$ cat src/rtl/pipe_hazard_ctrl_pkg.sv
// pipe_hazard_ctrl_pkg: shared pipeline constants and hazard controller state encoding
package pipe_hazard_ctrl_pkg;
  localparam int DW_C = 16;
  localparam int AW_C = 3;
  localparam int CNT_W = 16;
  localparam logic BUBBLE = 1'b0;
  typedef enum logic [1:0] {
    RUN           = 2'd0,
    MEM_WAIT      = 2'd1,
    MEM_WAIT_PEND = 2'd2
  } state_e;
endpackage

$ cat src/rtl/pipe_hazard_ctrl_perf_cnt.sv
// hazard_perf_cnt: saturating event counter with synchronous clear
module hazard_perf_cnt
  import pipe_hazard_ctrl_pkg::*;
(
  input  logic             clk,
  input  logic             rst,
  input  logic             clr,
  input  logic             inc,
  output logic [CNT_W-1:0] cnt
);
  logic [CNT_W-1:0] cnt_q, cnt_d;
  always_comb cnt_d = clr ? '0 : (inc && !(&cnt_q)) ? cnt_q + 1'b1 : cnt_q;
  always_ff @(posedge clk) cnt_q <= rst ? '0 : cnt_d;
  assign cnt = cnt_q;
endmodule

$ cat src/rtl/pipe_hazard_ctrl.sv
// pipe_hazard_ctrl: stall/flush/redirect controller for the 6-stage pipeline
// HAZ_PERF_CNT_EN adds saturating load-use, redirect and freeze counters.
module pipe_hazard_ctrl
  import pipe_hazard_ctrl_pkg::*;
#(
  parameter int DW = DW_C,
  parameter int AW = AW_C
) (
  input  logic          clk,
  input  logic          rst,
  input  logic [AW-1:0] rr_src_a,
  input  logic          rr_src_a_vld,
  input  logic [AW-1:0] rr_src_b,
  input  logic          rr_src_b_vld,
  input  logic [AW-1:0] ex_dst,
  input  logic          ex_wr_en,
  input  logic          ex_is_load,
  input  logic          ex_br_vld,
  input  logic          ex_br_taken,
  input  logic          ex_spec_taken,
  input  logic [DW-1:0] ex_br_target,
  input  logic [DW-1:0] ex_pc_next,
  input  logic          mem_busy,
  output logic          pc_en,
  output logic          if2id_en,
  output logic          id2rr_en,
  output logic          rr2ex_en,
  output logic          ex2mem_en,
  output logic          mem2wb_en,
  output logic          if2id_flush,
  output logic          id2rr_flush,
  output logic          rr2ex_flush,
  output logic          redir_vld,
  output logic [DW-1:0] redir_pc
`ifdef HAZ_PERF_CNT_EN
  ,
  input  logic             cnt_clr,
  output logic [CNT_W-1:0] cnt_lu,
  output logic [CNT_W-1:0] cnt_mispred,
  output logic [CNT_W-1:0] cnt_memw
`endif
);
  state_e state_q, state_d;
  logic [DW-1:0] pend_pc_q, pend_pc_d, tgt;
  logic is_run, mispred, lu_haz, freeze, redir_now, redir_pend, stall;
  always_comb begin
    is_run      = state_q != MEM_WAIT && state_q != MEM_WAIT_PEND;
    mispred     = ex_br_vld & (ex_br_taken != ex_spec_taken);
    tgt         = ex_br_taken ? ex_br_target : ex_pc_next;
    lu_haz      = ex_is_load & ex_wr_en & ((rr_src_a_vld & (rr_src_a == ex_dst)) | (rr_src_b_vld & (rr_src_b == ex_dst)));
    freeze      = ~rst & mem_busy;
    redir_now   = ~rst & ~mem_busy & is_run & mispred;
    redir_pend  = ~rst & ~mem_busy & (state_q == MEM_WAIT_PEND);
    stall       = ~rst & ~mem_busy & ~redir_now & (state_q != MEM_WAIT_PEND) & lu_haz;
    pc_en       = ~freeze & ~stall;
    if2id_en    = ~freeze & ~stall;
    id2rr_en    = ~freeze & ~stall;
    rr2ex_en    = ~freeze;
    ex2mem_en   = ~freeze;
    mem2wb_en   = ~freeze;
    redir_vld   = redir_now | redir_pend;
    if2id_flush = redir_vld;
    id2rr_flush = redir_vld;
    rr2ex_flush = redir_vld | stall;
    redir_pc    = redir_pend ? pend_pc_q : redir_now ? tgt : '0;
    // a mispredict that meets a busy memory is parked until the freeze lifts
    state_d     = (rst || !mem_busy) ? RUN : (state_q == MEM_WAIT_PEND || (is_run && mispred)) ? MEM_WAIT_PEND : MEM_WAIT;
    pend_pc_d   = rst ? '0 : (is_run && mem_busy && mispred) ? tgt : pend_pc_q;
  end
  always_ff @(posedge clk) begin
    state_q   <= state_d;
    pend_pc_q <= pend_pc_d;
  end
`ifdef HAZ_PERF_CNT_EN
  hazard_perf_cnt u_cnt_lu (.clk(clk), .rst(rst), .clr(cnt_clr), .inc(stall), .cnt(cnt_lu));
  hazard_perf_cnt u_cnt_mispred (.clk(clk), .rst(rst), .clr(cnt_clr), .inc(redir_vld), .cnt(cnt_mispred));
  hazard_perf_cnt u_cnt_memw (.clk(clk), .rst(rst), .clr(cnt_clr), .inc(freeze), .cnt(cnt_memw));
`endif
endmodule

$ cat config.mk
export PLATFORM = sky130hd
export DESIGN_NAME = pipe_hazard_ctrl
export DESIGN_NICKNAME = d
export VERILOG_FILES = /design/src/rtl/pipe_hazard_ctrl_pkg.sv /design/src/rtl/pipe_hazard_ctrl_perf_cnt.sv /design/src/rtl/pipe_hazard_ctrl.sv
export SDC_FILE = /design/constraint.sdc
export NUM_CORES = 1
export LEC_CHECK = 0
export BUFFER_PORTS_ARGS = -buffer_cell sky130_fd_sc_hd__buf_2
export CAP_MARGIN = 40
export CORE_UTILIZATION = 42
export DETAILED_ROUTE_END_ITERATION = 12
export PLACE_DENSITY = 0.79
export SLEW_MARGIN = 20
export SYNTH_ARGS = -nofsm -noshare
export SYNTH_HDL_FRONTEND = slang
export SYNTH_HIERARCHICAL = 1
export SYNTH_SLANG_ARGS = --single-unit
$ cat constraint.sdc
create_clock -name clk -period 2.2 [get_ports clk]
set_input_delay 0.44 -clock clk [delete_from_list [all_inputs] [get_ports clk]]
set_output_delay 0.44 -clock clk [all_outputs]
set_load 0.05 [all_outputs]
# --- After elaboration in Yosys (flattened, before gate mapping) ---
# Index checks and enable logic that the tools add are counted.
# Widths: inputs -> output; s select.
op_classes:
  eq_ne: 6
  n_mux: 4
  bitwise: 22
  n_reduce_logical: 7
ops:
  columns: ["op", "count"]
  rows:
  - ["$mux 16", 3]
  - ["$and 1x1->1", 14]
  - ["$eq 3x3->1", 2]
  - ["$not 1->1", 5]
  - ["$logic_and 1x1->1", 4]
  - ["$or 1x1->1", 3]
  - ["$eq 2x2->1 const B", 1]
  - ["$logic_or 1x1->1", 2]
  - ["$mux 2", 1]
  - ["$ne 2x1->1 const B", 1]
  - ["$ne 2x2->1 const B", 1]
  - ["$logic_not 1->1", 1]
  - ["$ne 1x1->1", 1]
totals:
  register_bits: 18
  in_bits: 51
  out_inout_bits: 26
  elab_cells: 41

# --- Logic depth before layout (Yosys ltp) ---
logic_depth:
  depth_word: 10
  ltp_mapped: 7
  depth_no_buf: 5

# --- Worst setup path after synthesis ---
# OpenSTA, ideal clock, no wires.
synth_timing:
  path_kind: "in2out"
  startpoint: "input ex_br_taken"
  endpoint: "output rr2ex_flush"
  arrival_time_ns: 2.543
  required_ns: 1.760
  setup_slack_ns: -0.783
  path_stages: 5
  n_path_buf: 1
  cell_sequence: "buf_4 -> xor2_2 -> a31oi_1 -> nor3_1 -> or2_2"
synth_via:
  elab_cells_between_ends: 9
  cone_classes: "eq/ne (1); bitwise (8)"
synth_lines:
  columns: ["element", "line", "text"]
  rows:
  - ["from (decl)", "pipe_hazard_ctrl.sv:19", "input logic ex_br_taken,"]
  - ["$ne 1x1->1", "pipe_hazard_ctrl.sv:48", "mispred = ex_br_vld & (ex_br_taken != ex_spec_taken);"]
  - ["$and 1x1->1", "pipe_hazard_ctrl.sv:48", null]
  - ["$and 1x1->1", "pipe_hazard_ctrl.sv:52", "redir_now = ~rst & ~mem_busy & is_run & mispred;"]
  - ["$or 1x1->1", "pipe_hazard_ctrl.sv:61", "redir_vld = redir_now | redir_pend;"]
  - ["net id2rr_flush", "pipe_hazard_ctrl.sv:31", "output logic id2rr_flush,"]
  - ["$or 1x1->1", "pipe_hazard_ctrl.sv:64", "rr2ex_flush = redir_vld | stall;"]
  - ["to (decl)", "pipe_hazard_ctrl.sv:32", "output logic rr2ex_flush,"]
# The timed path passes the listed nets, and every way through them passes these cells.

# --- Worst setup path in the final report ---
layout_timing:
  startpoint: "register state_q[0]"
  endpoint: "output pc_en"
layout_via:
  elab_chain_cells: 10
  elab_cells_between_ends: 11
  cone_classes: "eq/ne (2); bitwise (8); reduce/logical (1)"
layout_lines:
  columns: ["element", "line", "text"]
  rows:
  - ["from (decl)", "pipe_hazard_ctrl.sv:43", "state_e state_q, state_d;"]
  - ["from (signal assigned)", "pipe_hazard_ctrl.sv:71", "state_q <= state_d;"]
  - ["$ne 2x1->1 / $ne 2x2->1 (equally long branches)", "pipe_hazard_ctrl.sv:47, pipe_hazard_ctrl.sv:54", null]
  - ["$logic_and 1x1->1", "pipe_hazard_ctrl.sv:47", "is_run = state_q != MEM_WAIT && state_q != MEM_WAIT_PEND;"]
  - ["$and 1x1->1 (2 in a row)", "pipe_hazard_ctrl.sv:52", null]
  - ["$not 1->1", "pipe_hazard_ctrl.sv:54", "stall = ~rst & ~mem_busy & ~redir_now & (state_q != MEM_WAIT_PEND) & lu_haz;"]
  - ["$and 1x1->1", "pipe_hazard_ctrl.sv:54", null]
  - ["$and 1x1->1 (*) (2 in a row)", "pipe_hazard_ctrl.sv:54", null]
  - ["$not 1->1 (*)", "pipe_hazard_ctrl.sv:55", "pc_en = ~freeze & ~stall;"]
  - ["$and 1x1->1 (*)", "pipe_hazard_ctrl.sv:55", null]
  - ["to (decl)", "pipe_hazard_ctrl.sv:24", "output logic pc_en,"]
# Every way passes the cells marked *; elsewhere a longest branch is shown, timed or not.

==> results.cfg <==
[power_and_ir_drop]
peakVddDrop_v = 0.0003066
pwr_density_cell_mw_per_mm2 = 460.5
leakage_nw = 0.8139

[clock_tree]
clk_pin_slew_ns = 0.10
cts_sinks = 18
clock_latency_ns = 0.28
cts_buffer_depth = 2
post-cts-setup-buffers = 0
cts_buffers = 3
clock-root-buffer = clkbuf_4
cts_tree = built
htreeDepth = 1
cts_hold_buf = 0

[worst_setup_path]
cp_slowest_cell = dfxtp_2
critPathLaunchType = flip-flop
crit_path_end_kind = primary output
worst-path-buf-inv = 3
cp.arrival_ns = 1.69
cp_top_family = compound AO/OA/AOI/OAI gates
worstSetupPathType = reg -> out
cp_max_fo = 4
reg2reg_to = pend_pc_q[9]
cp.required_ns = 1.76
r2r-start = state_q[0]
reg2reg_depth = 6
cpPeakStageDelay_ns = 0.34
crit_chain = inv_2 > ha_4 > a31o_4 > a211oi_2 > buf_4 > a21oi_4 > buf_6
r2r_slack_ns = 0.75

[synthesis]
synth_most_common_cell = nor2_1
synth_seq_area_share_pct = 29.63
ys_ff_latch = 18
synth.area.top_cells = dfxtp_1, a211oi_2, mux2i_1
synth_fa_ha_area_share_pct = 1.029
yosys.area_share.simple_pct = 15.64
synthCells = 142
post-synth-top-area-cell = dfxtp_1
synthXorXnorAreaFrac_pct = 5.658
synth.distinct_cells = 25
synth_compound_area_share_pct = 24.49
synth_area_sq_mm = 0.001216
synth.yosys.warnings = 6
synth_flop_cell = dfxtp_1
syn_nets = 194
synthTopCellsByCount = nor2_1, dfxtp_1, nand2_1, mux2i_1, o21ai_0
post-synth-top-area-fraction_pct = 29.63
synth_edf_count = 0
synth-async-reset-ratio_pct = 0
syn_avg_cell_area_sq_um = 8.565
synth_top_family_by_area = compound AO/OA/AOI/OAI gates
yosys-mux-area-fraction_pct = 13.17

[route]
detail_route.wl_per_cell_microns = 11.54
ant_nets = 0
drc = 0
vias = 1253
drt_iter0_drc = 23
wl_microns = 2828
drtPass1Iterations = 4
vias_per_cell = 5.114

[global_routing]
overflow = 0
grt.total_usage_pct = 18.77
grt_max_degree = 33
grt_pass1_vias = 1138
antenna_found_initial = 0
grt_pass1_wl_microns = 4740

[sta]
fin_crit_ns = 2.131
slew_violations = 0
tightestPinTransition_ns = 0.3848
fmax_ghz = 0.4692
post-route-period-util_pct = 96.88
layout_setup_ws_ns = 0.06855
clock_skew_ns = 0.001274
hold_viol = 0
setup-violations-final = 0
slew_headroom_pct = 73.62
rsz0062_at_grt = yes

[floorplanning]
die_area_sq_mm = 0.003115
fp.coreArea_sq_mm = 0.002758
initial_core_util_pct = 44.10
die_width_microns = 55.81
die_h_microns = 55.81
io_pins = 77
row_count = 19

[placed_design]
dp_hpwl_microns = 2127
dp_slack_ns = 0.1396
port-buffer-count = 76
dp.cells = 241
gp_congestion = 0.6806

[worst_hold_path]
hold_path.startpoint = ex_br_vld
hold_class = in -> reg
min_to = state_q[1]
hold_depth = 3

[finish]
final_cell_count_no_fill = 245
n_antenna_cell = 0
syn_to_final_growth_pct = 50.93
drive_gt1_share_pct = 57.48
fin_nets = 267
final_util_pct = 66.56

[status]
status = completed

[job]
max-cap-violations = 0
## stage by stage
step	hold WS [ns]	total power [mW]	setup TNS, ns	cell area, sq um
final	0.4954	0.8452	0	1836
after global routing	0.4945	0.8949	-0.2561	1836
after global placement	0.4870	0.6234	0	1663
after detailed placement	0.4998	0.6286	0	1663
after CTS	0.4525	0.8424	0	1760
after floorplan	0.4783	0.5561	-4.203	1282
## area by class of cell
cell class	count	area, sq um
Fill cell	229	922.1
Sequential cell	18	361.6
Inverter	2	7.507
Tap cell	31	38.79
Multi-Input combinational cell	105	832.0
Timing Repair Buffer	85	559.3
Clock buffer	4	36.28
## what timing repair did
action	CTS	global route
gates resized for setup	19	28
setup endpoints to repair	20	20
pin swaps	1	3
## worst register-to-register path, stage by stage (launching register included)
cell      delay (ns)
dfxtp_2         0.34
inv_2           0.04
ha_4            0.27
and4_1          0.24
buf_12          0.21
nor2_1          0.07
a211oi_1        0.21
## cell usage in the layout, fill, tap and decap left out
cell type	count
nand3_1	1
dfxtp_2	1
ha_4	1
xor2_2	1
mux2i_1	16
nor2_1	19
o21ai_0	4
a31oi_2	1
clkbuf_8	1
nor3_2	2
inv_1	1
or2_2	1
and2_1	1
buf_4	15
a211oi_2	15
inv_2	1
buf_12	1
a21oi_4	1
and4_1	1
o21ai_4	2
buf_2	56
o21ai_2	7
buf_6	13
nand2_1	17
xnor2_1	6
clkbuf_4	3
nand4_1	3
dfxtp_1	17
a31o_4	1
a211oi_1	2
o21ai_1	3
## kinds of logic after synthesis
logic type	count (synthesis)
adder cells (fa/ha/maj)	1
buffers and inverters	19
AO/OA/AOI/OAI	36
AND/OR/NAND/NOR	45
flip-flops	18
multiplexers	16
XOR/XNOR	7
## worst max-delay path by stage
stage	from	end	slack, ns	depth (start not counted)
floorplan	rst	redir_pc[0]	-0.37	4
global placement	ex_spec_taken	pc_en	0.17	7
detailed placement	ex_spec_taken	rr2ex_flush	0.14	6
CTS	state_q[0]	redir_pc[12]	0.02	7
global route	state_q[0]	redir_pc[12]	-0.07	7
finish	state_q[0]	pc_en	0.07	7
## power by group
group	total [mW]	internal (mW)	switching, mW
Combinational	0.289	0.122	0.167
Sequential	0.355	0.346	0.00907
Clock	0.201	0.101	0.100
Total	0.845	0.569	0.276
## registers in the layout, summed over array words and instances (netlist names)
register,count
state_q,2
pend_pc_q,16
## per-layer routing
layer	global-route usage, %	up-vias	wire [microns]
met5	0	-	0
met4	7.317	0	27
met3	2.326	2	211
met2	34.25	59	1384
met1	22.27	552	1205
li1	-	640	-
(Power assumes the default switching activity.)
